==> config.mk <==
export PLATFORM = sky130hd
export DESIGN_NAME = ps2_host_tx_flat
export DESIGN_NICKNAME = d
export VERILOG_FILES = /design/src/rtl/ps2_host_tx_if.sv /design/src/rtl/ps2_host_tx.sv /design/src/flat_wrapper.sv
export SDC_FILE = /design/constraint.sdc
export NUM_CORES = 1
export LEC_CHECK = 0
export BUFFER_PORTS_ARGS = -buffer_cell sky130_fd_sc_hd__buf_2
export CAP_MARGIN = 20
export CORE_UTILIZATION = 55
export DETAILED_ROUTE_END_ITERATION = 12
export GPL_ROUTABILITY_DRIVEN = 0
export PLACE_DENSITY = 0.8
export SYNTH_ARGS = -nofsm -noshare
export SYNTH_HDL_FRONTEND = slang
export SYNTH_SLANG_ARGS = --single-unit
==> constraint.sdc <==
create_clock -name clk -period 2.2 [get_ports clk]
set_clock_uncertainty 0.05 [all_clocks]
set_input_delay 0.33 -clock clk [delete_from_list [all_inputs] [get_ports clk]]
set_output_delay 0.33 -clock clk [all_outputs]
set_load 0.02 [all_outputs]
==> src/rtl/ps2_host_tx_if.sv <==
// PS/2 host transmitter CPU-side request bundle.
// Command byte handshake plus completion/error status pulses.
interface ps2_host_tx_if;
  logic [7:0] tx_data;
  logic       tx_valid;
  logic       tx_ready;
  logic       busy;
  logic       done;
  logic       err_noack;
  logic       err_timeout;

  modport master (
    output tx_data, tx_valid,
    input  tx_ready, busy, done,
    input  err_noack, err_timeout
  );

  modport slave (
    input  tx_data, tx_valid,
    output tx_ready, busy, done,
    output err_noack, err_timeout
  );
endinterface

==> src/rtl/ps2_host_tx.sv <==
// PS/2 host-to-device transmitter: inhibit, request-to-send,
// 8 data bits LSB first, odd parity, stop, device ack.
module ps2_host_tx #(
  parameter int INHIBIT_CYCLES   = 5000,
  parameter int TIMEOUT_CYCLES   = 750000,
  parameter int IDLE_WAIT_CYCLES = 2500
) (
  input  logic clk,
  input  logic rstn,
  input  logic ps2_clk_in,
  input  logic ps2_data_in,
  output logic ps2_clk_oe,
  output logic ps2_data_oe,
  ps2_host_tx_if.slave cpu
);

  localparam int CMAX =
    (INHIBIT_CYCLES > IDLE_WAIT_CYCLES) ?
    INHIBIT_CYCLES : IDLE_WAIT_CYCLES;
  localparam int CW = $clog2(CMAX + 1);
  localparam int TW = $clog2(TIMEOUT_CYCLES + 1);

  localparam logic [CW-1:0] INH_PRE  =
    CW'(INHIBIT_CYCLES - 2);
  localparam logic [CW-1:0] INH_LAST =
    CW'(INHIBIT_CYCLES - 1);
  localparam logic [CW-1:0] IDL_LAST =
    CW'(IDLE_WAIT_CYCLES - 1);
  localparam logic [TW-1:0] TMO_LAST =
    TW'(TIMEOUT_CYCLES - 1);

  typedef enum logic [2:0] {
    S_IDLE,
    S_INHIBIT,
    S_SHIFT,
    S_ACK,
    S_WAIT
  } state_t;

  state_t        state, state_n;
  logic [CW-1:0] cnt, cnt_n;
  logic [TW-1:0] tmo, tmo_n;
  logic [3:0]    k, k_n;
  logic [8:0]    sh, sh_n;
  logic          clk_oe_n, data_oe_n;
  logic          ready_q, ready_n;
  logic          busy_q, busy_n;
  logic          done_q, done_n;
  logic          nack_q, nack_n;
  logic          terr_q, terr_n;
  logic          c_s1, c_s2, c_h;
  logic          d_s1, d_s2;
  logic          fall, tmo_hit;

  assign fall    = c_h & ~c_s2;
  assign tmo_hit = (tmo == TMO_LAST);

  assign cpu.tx_ready    = ready_q;
  assign cpu.busy        = busy_q;
  assign cpu.done        = done_q;
  assign cpu.err_noack   = nack_q;
  assign cpu.err_timeout = terr_q;

  always_comb begin
    state_n   = state;
    cnt_n     = cnt;
    tmo_n     = tmo;
    k_n       = k;
    sh_n      = sh;
    clk_oe_n  = ps2_clk_oe;
    data_oe_n = ps2_data_oe;
    ready_n   = ready_q;
    busy_n    = busy_q;
    done_n    = 1'b0;
    nack_n    = 1'b0;
    terr_n    = 1'b0;
    unique case (state)
      S_IDLE: begin
        ready_n   = 1'b1;
        busy_n    = 1'b0;
        clk_oe_n  = 1'b0;
        data_oe_n = 1'b0;
        if (cpu.tx_valid && ready_q) begin
          state_n  = S_INHIBIT;
          sh_n     = {~^cpu.tx_data, cpu.tx_data};
          cnt_n    = '0;
          clk_oe_n = 1'b1;
          ready_n  = 1'b0;
          busy_n   = 1'b1;
        end
      end
      S_INHIBIT: begin
        cnt_n = cnt + 1'b1;
        if (cnt == INH_PRE) data_oe_n = 1'b1;
        if (cnt == INH_LAST) begin
          state_n   = S_SHIFT;
          clk_oe_n  = 1'b0;
          data_oe_n = 1'b1;
          tmo_n     = '0;
          k_n       = '0;
        end
      end
      S_SHIFT, S_ACK, S_WAIT: begin
        tmo_n = tmo + 1'b1;
        // timeout outranks a coincident clock fall
        if (tmo_hit) begin
          state_n   = S_IDLE;
          clk_oe_n  = 1'b0;
          data_oe_n = 1'b0;
          terr_n    = 1'b1;
          busy_n    = 1'b0;
        end else if (state == S_SHIFT) begin
          if (fall) begin
            k_n = k + 4'd1;
            if (k == 4'd9) begin
              data_oe_n = 1'b0;
              state_n   = S_ACK;
            end else begin
              data_oe_n = ~sh[0];
              sh_n      = {1'b0, sh[8:1]};
            end
          end
        end else if (state == S_ACK) begin
          if (fall) begin
            if (!d_s2) begin
              state_n = S_WAIT;
              cnt_n   = '0;
            end else begin
              state_n = S_IDLE;
              nack_n  = 1'b1;
              busy_n  = 1'b0;
            end
          end
        end else begin
          if (c_s2 && d_s2) begin
            if (cnt == IDL_LAST) begin
              state_n = S_IDLE;
              done_n  = 1'b1;
              busy_n  = 1'b0;
            end else begin
              cnt_n = cnt + 1'b1;
            end
          end else begin
            cnt_n = '0;
          end
        end
      end
      default: state_n = S_IDLE;
    endcase
  end

  always_ff @(posedge clk or negedge rstn) begin
    if (!rstn) begin
      state       <= S_IDLE;
      cnt         <= '0;
      tmo         <= '0;
      k           <= '0;
      sh          <= '0;
      ps2_clk_oe  <= 1'b0;
      ps2_data_oe <= 1'b0;
      ready_q     <= 1'b1;
      busy_q      <= 1'b0;
      done_q      <= 1'b0;
      nack_q      <= 1'b0;
      terr_q      <= 1'b0;
      c_s1        <= 1'b1;
      c_s2        <= 1'b1;
      c_h         <= 1'b1;
      d_s1        <= 1'b1;
      d_s2        <= 1'b1;
    end else begin
      state       <= state_n;
      cnt         <= cnt_n;
      tmo         <= tmo_n;
      k           <= k_n;
      sh          <= sh_n;
      ps2_clk_oe  <= clk_oe_n;
      ps2_data_oe <= data_oe_n;
      ready_q     <= ready_n;
      busy_q      <= busy_n;
      done_q      <= done_n;
      nack_q      <= nack_n;
      terr_q      <= terr_n;
      c_s1        <= ps2_clk_in;
      c_s2        <= c_s1;
      c_h         <= c_s2;
      d_s1        <= ps2_data_in;
      d_s2        <= d_s1;
    end
  end

endmodule

==> src/flat_wrapper.sv <==
// flat-port wrapper written by rule: the top's interface ports become plain ports
module ps2_host_tx_flat 
#(
  parameter int INHIBIT_CYCLES   = 5000,
  parameter int TIMEOUT_CYCLES   = 750000,
  parameter int IDLE_WAIT_CYCLES = 2500
)
  (clk, rstn, ps2_clk_in, ps2_data_in, ps2_clk_oe, ps2_data_oe, cpu_tx_data, cpu_tx_valid, cpu_tx_ready, cpu_busy, cpu_done, cpu_err_noack, cpu_err_timeout);
  ps2_host_tx_if cpu_i ();
  input  logic clk;
  input  logic rstn;
  input  logic ps2_clk_in;
  input  logic ps2_data_in;
  output logic ps2_clk_oe;
  output logic ps2_data_oe;
  input wire logic [$bits(cpu_i.tx_data)-1:0] cpu_tx_data;
  input wire logic [$bits(cpu_i.tx_valid)-1:0] cpu_tx_valid;
  output wire logic [$bits(cpu_i.tx_ready)-1:0] cpu_tx_ready;
  output wire logic [$bits(cpu_i.busy)-1:0] cpu_busy;
  output wire logic [$bits(cpu_i.done)-1:0] cpu_done;
  output wire logic [$bits(cpu_i.err_noack)-1:0] cpu_err_noack;
  output wire logic [$bits(cpu_i.err_timeout)-1:0] cpu_err_timeout;
  assign cpu_i.tx_data = cpu_tx_data;
  assign cpu_i.tx_valid = cpu_tx_valid;
  assign cpu_tx_ready = cpu_i.tx_ready;
  assign cpu_busy = cpu_i.busy;
  assign cpu_done = cpu_i.done;
  assign cpu_err_noack = cpu_i.err_noack;
  assign cpu_err_timeout = cpu_i.err_timeout;
  ps2_host_tx #(.INHIBIT_CYCLES(INHIBIT_CYCLES), .TIMEOUT_CYCLES(TIMEOUT_CYCLES), .IDLE_WAIT_CYCLES(IDLE_WAIT_CYCLES)) u_core (.clk(clk), .rstn(rstn), .ps2_clk_in(ps2_clk_in), .ps2_data_in(ps2_data_in), .ps2_clk_oe(ps2_clk_oe), .ps2_data_oe(ps2_data_oe), .cpu(cpu_i));
endmodule
# [Word level (Yosys, flattened, before mapping)]
# Cells that the tools add are included.
[op_classes] n_eq_ne=32 addsub=3 bitwise=3 reduce_logical=16 n_mux=68
[ops] op="13-bit 2-to-1 mux" n=8
[ops] op="9-bit 2-to-1 mux" n=5
[ops] op="20-bit case mux with 2 select lines" n=1
[ops] op="13-bit case mux with 3 select lines" n=1
[ops] op="3-bit 2-to-1 mux" n=11
[ops] op="1-bit 2-to-1 mux" n=31
[ops] op="13-bit == test, second input constant" n=2
[ops] op="20-bit by 1-bit adder with 20-bit output, second input constant" n=1
[ops] op="20-bit == test, second input constant" n=1
[ops] op="20-bit 2-to-1 mux" n=1
[ops] op="9-bit case mux with 2 select lines" n=1
[ops] op="4-bit 2-to-1 mux" n=4
[ops] op="7-bit AND reduction" n=2
[ops] op="13-bit by 1-bit adder with 13-bit output, second input constant" n=1
[ops] op="13-bit by 12-bit == test with 1-bit output, second input constant" n=1
[ops] op="4-bit by 2-bit != test with 1-bit output, second input constant" n=3
[ops] op="6-bit AND reduction" n=2
[ops] op="2-bit by 1-bit != test with 1-bit output, second input constant" n=5
[ops] op="5-bit by 1-bit != test with 1-bit output, second input constant" n=2
[ops] op="3-bit by 1-bit != test with 1-bit output, second input constant" n=3
[ops] op="3-bit case mux with 3 select lines" n=1
[ops] op="4-bit by 1-bit != test with 1-bit output, second input constant" n=2
[ops] op="4-bit by 3-bit != test with 1-bit output, second input constant" n=2
[ops] op="4-bit case mux with 2 select lines" n=1
[ops] op="22 further kinds" n=30
[totals] input_bits=13 elab_cells=139 regBits=61 out_inout_bits=7

# [Depth between registers and ports, before layout]
[depth] ltp_word=7 depth_mapped=10

# [Worst setup path after synthesis]
# No wires, ideal clock.
[synth_timing] kind="reg-to-reg" start="register u_core.cnt[0]" end="register u_core.cnt[9]" setup_time_ps=104 path_stages_with_launch=11 slack_ps=-109 arrival_ps=2156 n_path_buf=3 required_ps=2046 path_cell_list="dfrtp_1 > ha_1 > buf_2 > or4bb_1 > nor4_2 > a21boi_1 > or3_1 > buf_4 > or2_4 > buf_6 > o41ai_2"
[synth_between] elab_chain_cells=7 word_cells_on_any_way=10 classes_between="add/sub: 1; eq/ne: 2; mux: 6; reduce/logical: 1"
[synth_rtl] element="start: declaration" line="ps2_host_tx.sv:41" source="logic [CW-1:0] cnt, cnt_n;"
[synth_rtl] element="start signal: assignment" line="ps2_host_tx.sv:173" source="cnt <= cnt_n;"
[synth_rtl] element="13-bit by 1-bit adder with 13-bit output" line="ps2_host_tx.sv:93, ps2_host_tx.sv:141"
[synth_rtl] element="13-bit 2-to-1 mux" line="ps2_host_tx.sv:136" source="if (cnt == IDL_LAST) begin"
[synth_rtl] element="13-bit 2-to-1 mux" line="ps2_host_tx.sv:135" source="if (c_s2 && d_s2) begin"
[synth_rtl] element="13-bit 2-to-1 mux" line="ps2_host_tx.sv:123" source="end else if (state == S_ACK) begin"
[synth_rtl] element="13-bit 2-to-1 mux" line="ps2_host_tx.sv:112" source="end else if (state == S_SHIFT) begin"
[synth_rtl] element="13-bit 2-to-1 mux" line="ps2_host_tx.sv:106" source="if (tmo_hit) begin"
[synth_rtl] element="13-bit case mux with 3 select lines" line="ps2_host_tx.sv:77" source="unique case (state)"
# Parallel ways exist; a longest one is shown, timed or not. The select of a mux whose other input is x is not followed.
# A chain may end at the register's enable or synchronous reset.

# [Final worst setup path]
[layout_timing] start="register u_core.tmo[1]" end="register u_core.ps2_data_oe"
[layout_between] elab_chain_cells=3 word_cells_on_any_way=6 classes_between="eq/ne: 3; mux: 2; reduce/logical: 1"
[layout_rtl] element="start: declaration" line="ps2_host_tx.sv:42" source="logic [TW-1:0] tmo, tmo_n;"
[layout_rtl] element="start signal: assignment" line="ps2_host_tx.sv:174" source="tmo <= tmo_n;"
[layout_rtl] element="20-bit == test (*)" line="ps2_host_tx.sv:56" source="assign tmo_hit = (tmo == TMO_LAST);"
[layout_rtl] element="3-bit by 1-bit != test with 1-bit output (no line) / 1-bit 2-to-1 mux (equally long branches)"
[layout_rtl] element="4-bit AND reduction (no line) / 1-bit case mux with 3 select lines (equally long branches)"
[layout_rtl] element="end signal: assignment" line="ps2_host_tx.sv:178" source="ps2_data_oe <= data_oe_n;"
[layout_rtl] element="end: declaration" line="ps2_host_tx.sv:13" source="output logic ps2_data_oe,"
# Mark *: on every way between the ends. The rest lies on a longest branch, timed or not.

==> impl_metrics.py <==
metrics = {
    "logic_synthesis": {
        "netlist_area_sq_um": 3392,
        "synth_top_cell_by_area": "dfrtp_1",
        "synth_edf_count": 0,
        "syn-num-nets": 389,
        "synthMuxAreaShare_pct": 3.947,
        "synth_cell_types": 58,
        "postSynthAreaPerCell_sq_um": 9.143,
        "async_reset_ff_share_pct": 100.0,
        "yosys_warnings": 0,
        "syn_inst": 371,
        "synth-simple-area-share_pct": 24.35,
        "synth-xor-area-share_pct": 4.131,
        "synth.area.top_cells": "dfrtp_1 (41%), o21ai_0 (6.2%), dfstp_2 (4.6%)",
        "dominantRegCellSynth": "dfrtp_1",
        "synth_top_family_by_area": "simple AND/OR/NAND/NOR gates",
        "synth_top_area_share_pct": 40.58,
        "synth_adder_area_share_pct": 1.844,
        "synth-seq-cells": 61,
        "ys_seq_area_share_pct": 45.22,
        "synth_compound_area_share_pct": 16.71,
    },
    "global_route": {
        "grt_pass1_wl_mm": 14.30,
        "grt_pass1_vias": 3076,
        "track_usage_pct": 29.14,
        "overflow": 0,
        "grt_max_degree": 62,
        "antenna_found_initial": 0,
    },
    "power": {
        "seqPwrFrac_pct": 48.4,
        "ir_drop_v": 0.0005616,
        "intPower_uw": 2010,
        "p_clk_share_pct": 29.9,
        "p_leak_uw": 0.001768,
        "swShare_pct": 30.94,
        "powerDensity_nw_per_um2": 717.2,
        "combPwrFrac_pct": 21.7,
        "p_total_uw": 2911,
        "p_sw_uw": 900.7,
    },
    "cells_and_area": {
        "drive_gt1_share_pct": 23.67,
        "layout_commonest_cell": "dfrtp_1",
        "layout-area-overhead-vs-synth_pct": 19.66,
        "antenna_cells": 0,
        "final_cell_mix": "dfrtp_1 (53), nand2_1 (42), nor2_1 (40)",
        "n_fill_cell": 451,
        "nets": 444,
        "multi_input_area_sq_um": 1803,
        "final_area_sq_um": 4059,
        "register_area_sq_um": 1536,
    },
    "clocking": {
        "tritoncts": "built",
        "htreeDepth": 3,
        "cts_sinks": 61,
        "path_clk_slew_ns": 0.07,
        "clock_latency_ns": 0.34,
        "cts-buffers-inserted": 9,
        "clk_path_buf_depth": 2,
        "ctsRootBufferMaster": "clkbuf_8",
    },
    "setup_path": {
        "worst-setup-path-type": "flop to flop",
        "ff2ff_setup_slack_ns": 0.02,
        "cp_data_required_time_ns": 2.38,
        "worstSetupEndpointType": "flop",
        "start_kind": "flop",
        "arrival_ns": 2.35,
        "crit_fanout": 3,
    },
    "sta": {
        "finalSetupViolCount": 0,
        "slew_headroom_pct": 68.57,
        "fmax_mhz": 459.6,
        "setup_slack_ns": 0.02399,
        "slew_violations": 0,
        "fin_crit_sh_pct": 98.91,
        "whs_ns": 0.03178,
        "layout_min_cycle_time_ns": 2.176,
        "setup_tns_ns": 0,
        "tightest_slew_ns": 0.4697,
        "rsz0062_at_grt": "yes",
        "hold_viol_final": 0,
    },
    "die": {
        "die_area_sq_um": 6485,
        "chipWidth_microns": 80.53,
        "fp-row-count": 28,
        "die_h_microns": 80.53,
        "start_util_pct": 57.29,
        "io_pins": 20,
        "core_area_sq_um": 5921,
    },
    "detailed_routing": {
        "postRouteAntennaNets": 0,
        "viasPerCell": 6.138,
        "vias": 3106,
        "drt_pass1_iterations": 5,
        "avgRoutedWirePerCell_microns": 17.17,
        "drt-total-wl_mm": 8.688,
        "first_iter_violations": 318,
        "drc": 0,
    },
    "outcome": {
        "status": "complete, no violations",
    },
    "placement": {
        "portBuffers": 19,
        "hpwl_mm": 5.749,
        "place_ws_ns": -0.03772,
        "placed_area_sq_um": 3787,
    },
    "run": {
        "drv_cap": 0,
    },
    "worst_hold_path": {
        "hold_path_class": "primary input to flop",
    },
}
==> final timing paths <==
check,startpoint,cells past startpoint,end
setup / recovery,u_core.tmo[1],7,u_core.ps2_data_oe
hold / removal,ps2_clk_in,1,u_core.c_s1
setup reg to reg,u_core.tmo[1],7,u_core.ps2_data_oe
hold reg to reg,u_core.d_s1,0,u_core.d_s2
max in group asynchronous,rstn,3,u_core.d_s1
min in group asynchronous,rstn,3,u_core.cpu.done
==> sequential cells by signal (all words and copies together) (netlist names), 3 cells and up <==
name and count:
u_core.state 3, u_core.sh 9, u_core.k 4, u_core.cnt 13, u_core.tmo 20
==> cell families after synthesis <==
kind of cell	count (synthesis)
simple gates	158
compound gates	91
xor+xnor	16
mux	13
fa+ha+maj	5
buf+inv	27
flops	61
==> repair_timing <==
item	4_1_cts	5_1_grt
gates cloned	0	1
hold endpoints to repair	55	0
buffers inserted	2	2
setup endpoints to repair	12	22
gates resized for setup	1	20
pin swaps	3	5
hold buffers	1	0
==> critical path: stages (launching register included) <==
cell and delay, ns:
dfrtp_1 0.36, ha_2 0.20, and4_4 0.23, nand4_1 0.11, or4_4 0.45, o32a_1 0.19
o21ai_1 0.13, mux2_2 0.34
==> layout make-up <==
class / instances / share of cell area [%]
clock inverters: 2 / 0.2466
flip-flops and latches: 61 / 37.85
repair buffers: 60 / 10.48
well taps: 75 / 2.312
multi-input cells: 284 / 44.42
inverters: 10 / 0.9248
clock buffers: 14 / 3.761
==> stage by stage <==
stage          util (%)  std cells
2_1_floorplan         -        371
6_report          68.55        506
4_1_cts           67.22        503
5_1_grt           68.55        506
3_5_place_dp      63.97        484
3_3_place_gp      63.97        484
==> synthesized netlist by cell type, types with 9 or more instances <==
cell type,n
xnor2_1,15
inv_1,10
nand2_1,42
nor2_1,41
nor3_1,9
nand3_1,9
nand4_1,9
o31ai_1,9
mux2i_1,10
o21ai_0,42
dfrtp_1,55
==> power by group through the flow <==
| stage | Sequential [uW] | Combinational, uW | Clock [uW] |
|---|---|---|---|
| 6_report | 1410 | 633 | 871 |
| 3_3_place_gp | 1410 | 542 | 0 |
| 5_1_grt | 1420 | 710 | 923 |
| 4_1_cts | 1400 | 591 | 883 |
| 3_5_place_dp | 1420 | 565 | 0 |
| 2_1_floorplan | 1420 | 340 | 0 |
==> routing by layer <==
layer / share of wire [%] / routed length, microns / up-vias / GRT usage, %
li1: - / - / 1461 / -
met1: 42 / 3685 / 1490 / 36.27
met2: 49 / 4291 / 125 / 48.47
met3: 5.3 / 463 / 30 / 5.227
met4: 2.8 / 247 / 0 / 14.11
met5: 0 / 0 / - / 0
No activity file was read; power rests on OpenSTA's default activity.
